`config.mk`:
```
export PLATFORM = sky130hd
export DESIGN_NAME = id_ex_latch
export DESIGN_NICKNAME = d
export VERILOG_FILES = /design/src/rtl/id_ex_latch.sv
export SDC_FILE = /design/constraint.sdc
export NUM_CORES = 1
export LEC_CHECK = 0
export CAP_MARGIN = 25
export CORE_MARGIN = 4
export CORE_UTILIZATION = 49
export DETAILED_ROUTE_END_ITERATION = 10
export GPL_TIMING_DRIVEN = 0
export PLACE_DENSITY_LB_ADDON = 0.1
export SLEW_MARGIN = 20
export SYNTH_ARGS = -nofsm -noshare
export SYNTH_HDL_FRONTEND = slang
export SYNTH_SLANG_ARGS = --single-unit
```
`constraint.sdc`:
```
create_clock -name i_clk -period 11 [get_ports i_clk]
set_clock_uncertainty 0.2 [all_clocks]
set_input_delay 2.2 -clock i_clk [delete_from_list [all_inputs] [get_ports i_clk]]
set_output_delay 2.2 -clock i_clk [all_outputs]
set_load 0.005 [all_outputs]
```
`src/rtl/id_ex_latch.sv`:
```
// -----------------------------------------------------------------------------
// id_ex_latch
// ID/EX pipeline register for the 5-stage MIPS core. It captures the decoded
// operands and controls, resolves EX/MEM and MEM/WB forwarding, selects the
// ALU operands (register, immediate or shamt) and flags load-use hazards.
//
// Ports
//   i_clk, i_reset        : clock (rising edge), async active-high reset
//   i_stall, i_flush      : hold all state / load a bubble (flush wins)
//   i_valid               : ID holds a real instruction
//   i_rsData, i_rtData    : register-file operands
//   i_imm, i_shamt        : extended immediate, shift amount
//   i_rs, i_rt, i_rd      : register indices (i_rd already muxed by ID)
//   i_aluOp               : ALU opcode
//   i_aluSrcB, i_shiftImm : operand-select controls
//   i_regWrite, i_memRead, i_memWrite, i_memToReg : downstream controls
//   i_exmem*, i_memwb*    : forwarding sources from later stages
//   o_datoA, o_datoB      : ALU operands
//   o_opcode              : ALU opcode
//   o_storeData           : forwarded rt value for stores
//   o_rd, o_regWrite, o_memRead, o_memWrite, o_memToReg, o_valid : EX state
//   o_loadUse             : load-use hazard request
// -----------------------------------------------------------------------------
module id_ex_latch #(
   parameter int N_BITS   = 32,
   parameter int N_OPCODE = 6,
   parameter int N_REG    = 5
) (
   input  logic                i_clk,
   input  logic                i_reset,
   input  logic                i_stall,
   input  logic                i_flush,
   input  logic                i_valid,
   input  logic [N_BITS-1:0]   i_rsData,
   input  logic [N_BITS-1:0]   i_rtData,
   input  logic [N_BITS-1:0]   i_imm,
   input  logic [4:0]          i_shamt,
   input  logic [N_REG-1:0]    i_rs,
   input  logic [N_REG-1:0]    i_rt,
   input  logic [N_REG-1:0]    i_rd,
   input  logic [N_OPCODE-1:0] i_aluOp,
   input  logic                i_aluSrcB,
   input  logic                i_shiftImm,
   input  logic                i_regWrite,
   input  logic                i_memRead,
   input  logic                i_memWrite,
   input  logic                i_memToReg,
   input  logic                i_exmemRegWrite,
   input  logic [N_REG-1:0]    i_exmemRd,
   input  logic [N_BITS-1:0]   i_exmemResult,
   input  logic                i_memwbRegWrite,
   input  logic [N_REG-1:0]    i_memwbRd,
   input  logic [N_BITS-1:0]   i_memwbData,
   output logic [N_BITS-1:0]   o_datoA,
   output logic [N_BITS-1:0]   o_datoB,
   output logic [N_OPCODE-1:0] o_opcode,
   output logic [N_BITS-1:0]   o_storeData,
   output logic [N_REG-1:0]    o_rd,
   output logic                o_regWrite,
   output logic                o_memRead,
   output logic                o_memWrite,
   output logic                o_memToReg,
   output logic                o_valid,
   output logic                o_loadUse
);

   logic                r_valid;
   logic [N_BITS-1:0]   r_rsData;
   logic [N_BITS-1:0]   r_rtData;
   logic [N_BITS-1:0]   r_imm;
   logic [4:0]          r_shamt;
   logic [N_REG-1:0]    r_rs;
   logic [N_REG-1:0]    r_rt;
   logic [N_REG-1:0]    r_rd;
   logic [N_OPCODE-1:0] r_aluOp;
   logic                r_aluSrcB;
   logic                r_shiftImm;
   logic                r_regWrite;
   logic                r_memRead;
   logic                r_memWrite;
   logic                r_memToReg;

   logic [N_BITS-1:0]   w_fwdA;
   logic [N_BITS-1:0]   w_fwdB;
   logic [N_BITS-1:0]   w_datoA;
   logic [N_BITS-1:0]   w_datoB;

   // Pipeline register: reset > flush > stall > load.
   always_ff @(posedge i_clk or posedge i_reset) begin
      if (i_reset) begin
         r_valid    <= 1'b0;
         r_rsData   <= '0;
         r_rtData   <= '0;
         r_imm      <= '0;
         r_shamt    <= 5'd0;
         r_rs       <= '0;
         r_rt       <= '0;
         r_rd       <= '0;
         r_aluOp    <= '0;
         r_aluSrcB  <= 1'b0;
         r_shiftImm <= 1'b0;
         r_regWrite <= 1'b0;
         r_memRead  <= 1'b0;
         r_memWrite <= 1'b0;
         r_memToReg <= 1'b0;
      end else if (i_flush) begin
         r_valid    <= 1'b0;
         r_rsData   <= '0;
         r_rtData   <= '0;
         r_imm      <= '0;
         r_shamt    <= 5'd0;
         r_rs       <= '0;
         r_rt       <= '0;
         r_rd       <= '0;
         r_aluOp    <= '0;
         r_aluSrcB  <= 1'b0;
         r_shiftImm <= 1'b0;
         r_regWrite <= 1'b0;
         r_memRead  <= 1'b0;
         r_memWrite <= 1'b0;
         r_memToReg <= 1'b0;
      end else if (!i_stall) begin
         r_valid    <= i_valid;
         r_rsData   <= i_rsData;
         r_rtData   <= i_rtData;
         r_imm      <= i_imm;
         r_shamt    <= i_shamt;
         r_rs       <= i_rs;
         r_rt       <= i_rt;
         r_rd       <= i_rd;
         r_aluOp    <= i_aluOp;
         r_aluSrcB  <= i_aluSrcB;
         r_shiftImm <= i_shiftImm;
         // Gate controls with valid so a non-instruction can never write state.
         r_regWrite <= i_regWrite & i_valid;
         r_memRead  <= i_memRead  & i_valid;
         r_memWrite <= i_memWrite & i_valid;
         r_memToReg <= i_memToReg & i_valid;
      end else begin
         r_valid    <= r_valid;
         r_rsData   <= r_rsData;
         r_rtData   <= r_rtData;
         r_imm      <= r_imm;
         r_shamt    <= r_shamt;
         r_rs       <= r_rs;
         r_rt       <= r_rt;
         r_rd       <= r_rd;
         r_aluOp    <= r_aluOp;
         r_aluSrcB  <= r_aluSrcB;
         r_shiftImm <= r_shiftImm;
         r_regWrite <= r_regWrite;
         r_memRead  <= r_memRead;
         r_memWrite <= r_memWrite;
         r_memToReg <= r_memToReg;
      end
   end

   // Forwarding: the youngest producer (EX/MEM) wins; register 0 never forwards.
   always_comb begin
      w_fwdA = r_rsData;
      w_fwdB = r_rtData;
      if (i_exmemRegWrite && (i_exmemRd != '0) && (i_exmemRd == r_rs)) begin
         w_fwdA = i_exmemResult;
      end else if (i_memwbRegWrite && (i_memwbRd != '0) && (i_memwbRd == r_rs)) begin
         w_fwdA = i_memwbData;
      end else begin
         w_fwdA = r_rsData;
      end
      if (i_exmemRegWrite && (i_exmemRd != '0) && (i_exmemRd == r_rt)) begin
         w_fwdB = i_exmemResult;
      end else if (i_memwbRegWrite && (i_memwbRd != '0) && (i_memwbRd == r_rt)) begin
         w_fwdB = i_memwbData;
      end else begin
         w_fwdB = r_rtData;
      end
   end

   // Operand select: shift-by-immediate routes rt to A and shamt to B.
   always_comb begin
      w_datoA = w_fwdA;
      w_datoB = w_fwdB;
      if (r_shiftImm) begin
         w_datoA = w_fwdB;
         w_datoB = {{(N_BITS-5){1'b0}}, r_shamt};
      end else if (r_aluSrcB) begin
         w_datoA = w_fwdA;
         w_datoB = r_imm;
      end else begin
         w_datoA = w_fwdA;
         w_datoB = w_fwdB;
      end
   end

   assign o_datoA     = w_datoA;
   assign o_datoB     = w_datoB;
   assign o_storeData = w_fwdB;
   assign o_opcode    = r_aluOp;
   assign o_rd        = r_rd;
   assign o_regWrite  = r_regWrite;
   assign o_memRead   = r_memRead;
   assign o_memWrite  = r_memWrite;
   assign o_memToReg  = r_memToReg;
   assign o_valid     = r_valid;

   // A load in EX whose destination is read by the instruction now in ID.
   assign o_loadUse = r_valid & r_memRead & (r_rd != '0) &
                      ((r_rd == i_rs) | (r_rd == i_rt));

endmodule

```
==> summary.md, run 1 <==
| Metric | Value |
|---|---|
| Post-CTS Setup Inserts | `0` |
| Max-slew headroom | `37.56%` |
| Drt wl/cell | `22.62 um` |
| Vias in the first global route | `8957` |
| Area contributors post-synth | `dfrtp_1, mux2i_1, nor2_1` |
| Rows | `48` |
| Simple-Gate Fraction of Synth Area | `13.97%` |
| Commonest non-fill, non-tap cells in the layout | `clkdlybuf4s50_1, nor2_1, mux2i_1` |
| Slew @ Worst Pin | `0.9366 ns` |
| Die area | `19690 um2` |
| CP required | `8.60 ns` |
| GRT Resource Usage Total | `33.43%` |
| DRC | `0` |
| Syn_area_per_cell | `9.585 um2` |
| FMAX | `0.1228 GHz` |
| Final net count | `1442` |
| Yosys top cell area share | `37.63%` |
| Layout cells sized above 1 | `9.551%` |
| # clock sinks | `129` |
| Core Region | `17240 um2` |
| Final Hold Viols | `0` |
| Synth Warn # | `0` |
| Final cycle utilization of the critical path | `74.05%` |
| Chip height | `140.3 um` |
| I/O Buffers | `318` |
| Worst VDD drop | `0.1137 mV` |
| Synth Cell Area | `8578 um2` |
| Post-Synth Adder-Cell Area | `0%` |
| Area delta synth->final | `47.48%` |
| Post-CTS Hold Fix Bufs | `0` |
| Critical setup path kind | `input pin to primary output` |
| Startpoint types | `input pin` |
| Register area share after synthesis | `37.63%` |
| Leak | `5.294 nW` |
| Drt pass-1 iters | `5` |
| Max-slew violations | `0` |
| Async set-reset flop share out of synthesis | `100.0%` |
| Drt total wl | `33.39 mm` |
| Vias per cell | `5.959` |
| Final worst slack | `2.855 ns` |
| Initial Util | `49.77%` |
| Maximum Capacitance Violations | `0` |
| Most common cell after layout, fill and taps aside | `clkdlybuf4s50_1` |
| Initial antenna violation count | `5` |
| Post-synth EDFFs | `0` |
| TritonCTS clock tree | `done` |
| WHS | `0.3208 ns` |
| Setup violators final | `0` |
| Antenna viol nets, final | `0` |
| Critical path endpoint category | `primary output` |
| Outcome | `finished clean` |
| Clk slew on worst S/H paths | `0.06 ns` |
| Pwr Density | `116.9 nW/um2` |
| First-pass GRT wire length | `51.27 mm` |
| Mux contribution to synthesized area | `18.55%` |
| Most common flop cell mapped by yosys | `dfrtp_1` |
| Fill cell count | `1323` |
| Initial detailed-routing violation count | `855` |
| Resized cells post-CTS | `0` |
| Setup_tns | `0 ns` |
| DP HPWL | `25.22 mm` |
| CTS H-tree lvls | `4` |
| Crit path DAT | `5.74 ns` |
| Cells after Synth | `895` |
| Pin count of the biggest net entering global routing | `78` |
| Hold WC Path Type | `register to register` |
| Total number of vias | `8795` |
| CTS buffer count | `17` |
| Synth Area in Compound Gates | `21.12%` |
| CP Max Fanout | `10` |
| Yosys reg bits | `129` |
| Placement Setup Slack | `3.034 ns` |
| Mapped Nets | `1104` |
| Die Width | `140.3 um` |
| RSZ-0062 raised after global routing | `no` |
| Root Buffer Master | `clkbuf_16` |
| Main combinational cell family by area after synthesis | `compound AO/OA/AOI/OAI gates` |
| Post-synth cell types | `49` |
| Yosys top cell by area | `dfrtp_1` |
| I/O pin total | `322` |
| Total grt overflow | `0` |
| Crit path time final | `8.145 ns` |
| Skew-Pair Late Insertion Delay | `0.43 ns` |
| CTS max path bufs | `2` |
| Synth Area in XOR/XNOR | `3.063%` |
| GPL Wtd Cong | `0.9362` |
## path summary, 6_finish.rpt
path	from	to	slack, ns	depth (start not counted)
min reg2reg	o_opcode[3]$_DFFE_PP0P_	o_opcode[3]$_DFFE_PP0P_	0.32	2
min in group asynchronous	i_reset	r_rsData[22]$_DFFE_PP0P_	1.98	2
min	o_opcode[3]$_DFFE_PP0P_	o_opcode[3]$_DFFE_PP0P_	0.32	2
max reg2reg	r_shiftImm$_DFFE_PP0P_	r_shiftImm$_DFFE_PP0P_	8.92	4
max in group asynchronous	i_reset	r_rsData[10]$_DFFE_PP0P_	7.90	3
max	i_memwbRd[4]	o_datoB[29]	2.86	9
## worst max-delay path, cell delays in order
cell and delay (ns):
clkdlybuf4s50_1 0.51, xor2_1 0.21, or2_0 0.26, clkbuf_1 0.25
nor3_2 0.45, clkbuf_1 0.59, a21oi_1 0.24, a2111oi_2 0.42
clkdlybuf4s50_1 0.60
## routing by layer
| metal | up-vias | global-route usage [%] | wire length, um |
|---|---|---|---|
| li1 | 3969 | - | - |
| met1 | 4269 | 45.62 | 14020 |
| met2 | 475 | 52.24 | 15310 |
| met3 | 82 | 6.589 | 2778 |
| met4 | 0 | 13.87 | 1280 |
| met5 | - | 0 | 0 |
## Yosys cell counts (2+ instances only)
master / n
nor2b_1: 33
mux2_2: 6
o31ai_1: 6
a311o_1: 5
xnor2_1: 22
a221oi_1: 6
a22oi_1: 4
dfrtp_1: 129
buf_4: 5
buf_1: 14
a31oi_1: 12
mux2i_1: 150
or4_4: 2
inv_1: 27
a211oi_1: 26
nand4_1: 8
clkbuf_1: 43
nor3_1: 34
nor4_1: 6
o211ai_1: 2
a2111oi_2: 26
o31a_1: 26
nand3_1: 10
o21ai_2: 2
buf_6: 6
a21oi_1: 64
xor2_1: 8
o21ai_0: 6
nor2_1: 156
buf_2: 13
a221oi_2: 20
## sequential cells by signal, summed over array words and instances (netlist names)
register,count
r_rs,5
o_rd,5
r_rtData,32
r_rsData,32
o_memWrite,1
o_valid,1
r_shamt,5
o_opcode,6
r_shiftImm,1
r_rt,5
o_memRead,1
o_regWrite,1
r_aluSrcB,1
o_memToReg,1
r_imm,32
## kinds of logic (layout without fill, tap and decap cells)
family | count (synthesis) | in the layout
mux | 157 | 157
simple gates | 260 | 260
buf+inv | 108 | 459
other cells | 0 | 5
flops | 129 | 129
compound gates | 211 | 211
xor+xnor | 30 | 30
## power by group
| group | internal [W] | switching [W] | leakage [nW] |
|---|---|---|---|
| combinational | 0.000219 | 0.000188 | 3.32 |
| clock | 0.000314 | 0.000239 | 0.264 |
| sequential | 0.000501 | 0.0000192 | 1.71 |
| total | 0.00103 | 0.000446 | 5.29 |
## cell type report
class                   count  area (um2)  area share, %
diodes                      5       12.51        0.09890
plain buffers              81       384.1          3.036
clock buffers              18       429.2          3.392
clock inverters            14       131.4          1.038
inverters                  27       108.9         0.8604
multi-input cells         658        4865          38.45
flip-flops and latches    129        3228          25.52
well taps                 225       281.5          2.225
repair buffers            319        3211          25.38
## through the flow
step / total power [W] / instances / cell area [um2] / util [%]
after CTS: 0.001478 / 1471 / 12640 / 73.32
final: 0.001480 / 1476 / 12650 / 73.40
after global placement: 0.0009227 / 1438 / 12040 / 69.87
after global routing: 0.001535 / 1476 / 12650 / 73.40
after detailed placement: 0.0009283 / 1439 / 12080 / 70.07
after floorplan: 0.0007063 / 895 / 8578 / -
Power figures use the tool's default switching activity.
==> inputs of run 2 (changes only) <==
Settings changed: CORE_UTILIZATION 49 to 41.
Clock period 11 ns to 7.36 ns, I/O delays scaled along.
==> summary.md, run 2 (synthesized netlist as in run 1, its figures left out) <==
| Metric | Value |
|---|---|
| Leak | `5.328 nW (+0.65%)` |
| Met1 Resource Use GR | `41.08% (-4.5 points)` |
| Worst reg2reg startpoint | `r_shiftImm$_DFFE_PP0P_` |
| Reg2reg end | `r_shiftImm$_DFFE_PP0P_` |
| Critical Path Source | `i_exmemRd[0]` |
| Post-DP Area | `12130 um2 (+0.47%)` |
| Post-CTS Setup Inserts | `0 (unchanged)` |
| Drt wl/cell | `23.22 um (+2.6%)` |
| M2 GR Usage | `45.61% (-6.6 points)` |
| Root Buffer Master | `clkbuf_16` |
| Drt total wl | `35.23 mm (+5.5%)` |
| R2r setup slk | `5.27 ns (-3.65 ns)` |
| Switching Share | `28.61% (-1.5 points)` |
| Largest registers | `r_imm (32), r_rsData (32), r_rtData (32)` |
| Final net count | `1442 (unchanged)` |
| Crit path to | `o_datoA[24]` |
| Gr busiest metal | `met2` |
| Resized cells post-CTS | `0 (unchanged)` |
| Total number of vias | `8709 (-0.98%)` |
| CTS buffer count | `17 (unchanged)` |
| Post-route cell area | `12770 um2 (+0.93%)` |
| Vias per cell | `5.741 (-3.7%)` |
| Final Hold Viols | `0 (unchanged)` |
| Die area | `23300 um2 (+18%)` |
| Setup_tns | `0 ns (unchanged)` |
| Outcome | `finished clean` |
| Final cycle utilization of the critical path | `89.94%` |
| Initial antenna violation count | `1 (-4)` |
| CTS max path bufs | `2 (unchanged)` |
| Post-Layout Cell Count | `1517 (+2.8%)` |
| Rows | `52 (+8.3%)` |
| DRC | `0 (unchanged)` |
| Slew @ Worst Pin | `0.9844 ns (+0.04773 ns)` |
| Initial Util | `41.99% (-7.8 points)` |
| Total grt overflow | `0 (unchanged)` |
| Final worst slack | `0.7403 ns (-2.115 ns)` |
| Seq pwr share | `33.7% (-1.5 points)` |
| Maximum Capacitance Violations | `0 (unchanged)` |
| Critical setup path kind | `input pin to primary output` |
| Most common cell after layout, fill and taps aside | `clkdlybuf4s50_1` |
| Worst VDD drop | `0.1450 mV (+28%)` |
| Chip height | `152.6 um (+8.8%)` |
| TritonCTS clock tree | `done` |
| Pwr Density | `180.7 nW/um2 (+54%)` |
| Setup violators final | `0 (unchanged)` |
| Placement Setup Slack | `0.8528 ns (-2.181 ns)` |
| GRT Resource Usage Total | `29.45% (-4.0 points)` |
| Clock power frac | `39.8% (+2.4 points)` |
| Die Width | `152.6 um (+8.8%)` |
| Grt met3 use | `6.674% (+0.085 points)` |
| DP HPWL | `26.51 mm (+5.1%)` |
| Critical path endpoint category | `primary output` |
| RSZ-0062 raised after global routing | `no` |
| First-pass GRT wire length | `53.72 mm (+4.8%)` |
| Drt pass-1 iters | `5 (unchanged)` |
| Post-CTS Hold Fix Bufs | `0 (unchanged)` |
| FF-to-FF path depth | `4 (unchanged)` |
| Sw power | `0.0006599 W (+48%)` |
| Dpl cells | `1484 (+3.1%)` |
| # clock sinks | `129 (unchanged)` |
| Crit path time final | `6.620 ns` |
| I/O pin total | `322 (unchanged)` |
| Cell internal pwr | `0.001647 W (+59%)` |
| Startpoint types | `input pin` |
| Antenna viol nets, final | `0 (unchanged)` |
| Core Region | `20430 um2 (+19%)` |
| Vias in the first global route | `8818 (-1.6%)` |
| CP Max Fanout | `10 (unchanged)` |
| GPL Wtd Cong | `0.9330 (-0.34%)` |
| CP required | `5.69 ns (-2.91 ns)` |
| I/O Buffers | `318 (unchanged)` |
| Pin count of the biggest net entering global routing | `89 (+14%)` |
| Layout cells sized above 1 | `9.631% (+0.080 points)` |
| FMAX | `0.1511 GHz` |
| Clk slew on worst S/H paths | `0.06 ns (about the same)` |
| Commonest non-fill, non-tap cells in the layout | `clkdlybuf4s50_1, nor2_1, mux2i_1` |
| Logic pwr share | `26.5% (-1.0 points)` |
| Max-slew headroom | `34.38% (-3.2 points)` |
| Initial detailed-routing violation count | `740 (-13%)` |
| Hold WC Path Type | `register to register` |
| Crit path DAT | `4.95 ns (-0.79 ns)` |
| Max-slew violations | `0 (unchanged)` |
| WHS | `0.3207 ns (-0.00006500 ns)` |
| Area delta synth->final | `48.85%` |
| CTS H-tree lvls | `4 (unchanged)` |
| Skew-Pair Late Insertion Delay | `0.42 ns (about the same)` |
## run 2: worst min-delay path by stage
stage / from / slack (ns) / depth (start not counted) / end
global placement: r_shamt[0]$_DFFE_PP0P_ / 0.30 / 2 / r_shamt[0]$_DFFE_PP0P_
CTS: o_opcode[5]$_DFFE_PP0P_ / 0.32 / 2 / o_opcode[5]$_DFFE_PP0P_
finish: o_opcode[5]$_DFFE_PP0P_ / 0.32 / 2 / o_opcode[5]$_DFFE_PP0P_
floorplan: r_imm[31]$_DFFE_PP0P_ / 0.28 / 2 / r_imm[31]$_DFFE_PP0P_
detailed placement: o_opcode[5]$_DFFE_PP0P_ / 0.31 / 2 / o_opcode[5]$_DFFE_PP0P_
global route: r_shamt[3]$_DFFE_PP0P_ / 0.34 / 2 / r_shamt[3]$_DFFE_PP0P_
## run 2: worst max-delay path, stage by stage
cell and delay, ns:
clkdlybuf4s50_1 0.62, xnor2_1 0.17, nand4_1 0.38, o21ai_1 0.78
clkbuf_1 0.57, a211oi_1 0.15, a221oi_2 0.25, clkdlybuf4s50_1 0.55
## run 2: cell type report
cell class                      instances  area, um2
Inverter                               27      108.9
Tap cell                              270      337.8
Multi-Input combinational cell        658       4865
Sequential cell                       129       3228
Timing Repair Buffer                  319       3211
Clock inverter                         11      151.4
Antenna cell                            1      2.502
Buffer                                 81      384.1
Clock buffer                           21      480.5
Fill cell                            1806       7661
## run 2: power groups by stage
| stage | clock, W | sequential, W | combinational (W) |
|---|---|---|---|
| after detailed placement | 0 | 0.000790 | 0.000605 |
| final | 0.000918 | 0.000778 | 0.000611 |
| after CTS | 0.000927 | 0.000777 | 0.000609 |
| after floorplan | 0 | 0.000780 | 0.000275 |
| after global routing | 0.000962 | 0.000782 | 0.000653 |
| after global placement | 0 | 0.000789 | 0.000598 |
## run 2: per-layer routing
layer | routed length, um | share of wire [%]
met5 | 0 | 0
met2 | 16070 | 46
met1 | 15520 | 44
met3 | 2777 | 7.9
met4 | 860 | 2.4
## run 2: through the flow
step                      power (W)  utilization, %
after global placement     0.001387           59.22
after global routing       0.002398           62.50
after CTS                  0.002314           62.49
final                      0.002307           62.50
after detailed placement   0.001395           59.39
after floorplan            0.001056               -
==> inputs of run 3 (changes only) <==
Settings changed: CAP_MARGIN 25 to 30, CELL_PAD_IN_SITES_DETAIL_PLACEMENT set to 0, CELL_PAD_IN_SITES_GLOBAL_PLACEMENT set to 1, CORE_UTILIZATION 41 to 30, REMOVE_ABC_BUFFERS set to 1.
==> summary.md, run 3 (synthesized netlist as in run 1, its figures left out) <==
| Metric | Value |
|---|---|
| Outcome | `finished clean` |
| Initial Util | `30.62% (-11 points)` |
| Clock power frac | `39.3% (-0.5 points)` |
| Drt pass-1 iters | `4 (-1)` |
| Initial antenna violation count | `5 (+4)` |
| Final net count | `1382 (-4.2%)` |
| Die Width | `177.1 um (+16%)` |
| Fill cell count | `2743 (+52%)` |
| Rows | `61 (+17%)` |
| Logic pwr share | `26.5% (about the same)` |
| Cell internal pwr | `0.001631 W (-0.97%)` |
| GRT Resource Usage Total | `20.75% (-8.7 points)` |
| Crit path DAT | `5.28 ns (+0.33 ns)` |
| Switching Share | `28.56% (-0.049 points)` |
| Commonest non-fill, non-tap cells in the layout | `clkdlybuf4s50_1, nor2_1, mux2i_1` |
| Total grt overflow | `0 (unchanged)` |
| Leak | `5.386 nW (+1.1%)` |
| Initial detailed-routing violation count | `372 (-50%)` |
| Post-CTS Hold Fix Bufs | `0 (unchanged)` |
| Post-CTS Setup Inserts | `0 (unchanged)` |
| Area delta synth->final | `51.56%` |
| Post-Layout Cell Count | `1567 (+3.3%)` |
| DP HPWL | `23.51 mm (-11%)` |
| First-pass GRT wire length | `50.45 mm (-6.1%)` |
| Hold WC Path Type | `register to register` |
| DRC | `0 (unchanged)` |
| Chip height | `177.1 um (+16%)` |
| Worst VDD drop | `0.1296 mV (-11%)` |
| TritonCTS clock tree | `done` |
| Pwr Total | `0.002283 W (-1.0%)` |
| GPL Wtd Cong | `0.7733 (-17%)` |
| Pwr Density | `175.6 nW/um2 (-2.8%)` |
| Max-slew headroom | `49.69% (+15 points)` |
| Total number of vias | `8006 (-8.1%)` |
| # clock sinks | `129 (unchanged)` |
| RSZ-0062 raised after global routing | `no` |
| Drt wl/cell | `21.07 um (-9.3%)` |
| Pin count of the biggest net entering global routing | `79 (-11%)` |
| Clk slew on worst S/H paths | `0.06 ns (about the same)` |
| Most common cell after layout, fill and taps aside | `clkdlybuf4s50_1` |
| Antenna viol nets, final | `0 (unchanged)` |
| I/O Buffers | `321 (+0.94%)` |
| Root Buffer Master | `clkbuf_16` |
| Sw power | `0.0006519 W (-1.2%)` |
| Maximum Capacitance Violations | `0 (unchanged)` |
| I/O pin total | `322 (unchanged)` |
| Vias in the first global route | `8335 (-5.5%)` |
| Core Region | `28010 um2 (+37%)` |
| CP Max Fanout | `50 (+40)` |
| Setup violators final | `0 (unchanged)` |
| Setup_tns | `0 ns (unchanged)` |
| Crit path time final | `6.949 ns (+0.3289 ns)` |
| Largest registers | `r_imm (32), r_rsData (32), r_rtData (32)` |
| CTS buffer count | `17 (unchanged)` |
| Final cycle utilization of the critical path | `94.41% (+4.5 points)` |
| CTS H-tree lvls | `4 (unchanged)` |
| Seq pwr share | `34.2% (+0.5 points)` |
| Slew @ Worst Pin | `0.7529 ns (-0.2314 ns)` |
| Vias per cell | `5.109 (-11%)` |
| CTS max path bufs | `2 (unchanged)` |
| Skew-Pair Late Insertion Delay | `0.42 ns (about the same)` |
| Max-slew violations | `0 (unchanged)` |
| Critical path endpoint category | `primary output` |
| Drt total wl | `33.02 mm (-6.3%)` |
| CP required | `5.69 ns (about the same)` |
| Die area | `31360 um2 (+35%)` |
| Final Hold Viols | `0 (unchanged)` |
| Dpl cells | `1532 (+3.2%)` |
| Critical setup path kind | `input pin to primary output` |
| Resized cells post-CTS | `0 (unchanged)` |
| Startpoint types | `input pin` |
| Layout cells sized above 1 | `10.29% (+0.66 points)` |
| FMAX | `0.1439 GHz (-4.7%)` |
run 3: cell type report:
type	count	area [um2]	area share (%)
Antenna cell	3	7.507	0.05774
Clock inverter	13	160.2	1.232
Multi-Input combinational cell	658	4910	37.76
Inverter	27	108.9	0.8373
Clock buffer	19	442.9	3.407
Sequential cell	129	3236	24.89
Tap cell	378	473.0	3.638
Timing Repair Buffer	340	3664	28.18
run 3: worst max-delay path, stage by stage:
cell             delay, ns
clkdlybuf4s50_1       0.63
xnor2_1               0.15
nand4_1               0.41
or2_4                 0.62
buf_12                0.27
and2b_2               0.41
buf_12                0.26
a2111oi_2             0.38
clkdlybuf4s50_1       0.64
run 3: path summary, 6_finish.rpt:
path	from	endpoint	slack, ns	cells past startpoint
min	r_imm[17]$_DFFE_PP0P_	r_imm[17]$_DFFE_PP0P_	0.32	2
max in group asynchronous	i_reset	r_shiftImm$_DFFE_PP0P_	4.89	3
max	i_exmemRd[0]	o_datoB[25]	0.41	9
max reg2reg	r_shiftImm$_DFFE_PP0P_	r_shiftImm$_DFFE_PP0P_	6.13	2
min reg2reg	r_imm[17]$_DFFE_PP0P_	r_imm[17]$_DFFE_PP0P_	0.32	2
min in group asynchronous	i_reset	r_imm[30]$_DFFE_PP0P_	1.27	2
run 3: per-layer routing:
metal | GRT usage [%] | vias to the layer above | share of wire (%) | routed length (um)
li1 | - | 3846 | - | -
met1 | 26.72 | 3878 | 43 | 14090
met2 | 33.68 | 246 | 47 | 15410
met3 | 6.943 | 32 | 8.6 | 2836
met4 | 5.222 | 4 | 2.0 | 658
met5 | 0 | - | 0.061 | 20
run 3: power by group through the flow:
stage                     Clock [W]  Combinational (W)  Sequential (W)
final                      0.000898           0.000604        0.000780
after global routing       0.000954           0.000655        0.000786
after CTS                  0.000925           0.000613        0.000780
after detailed placement          0           0.000610        0.000794
after global placement            0           0.000608        0.000801
after floorplan                   0           0.000234        0.000788
run 3: stage by stage:
step | area [um2] | utilization [%] | setup slack [ns] | hold WS [ns]
floorplan | 8194 | - | 0.6879 | 0.2814
global placement | 11880 | 42.41 | -2.641 | 0.3026
CTS | 12990 | 46.39 | 0.3905 | 0.3265
detailed placement | 12390 | 44.24 | 0.3977 | 0.3119
finish | 13000 | 46.42 | 0.4113 | 0.3182
global route | 13000 | 46.41 | 0.2271 | 0.3453
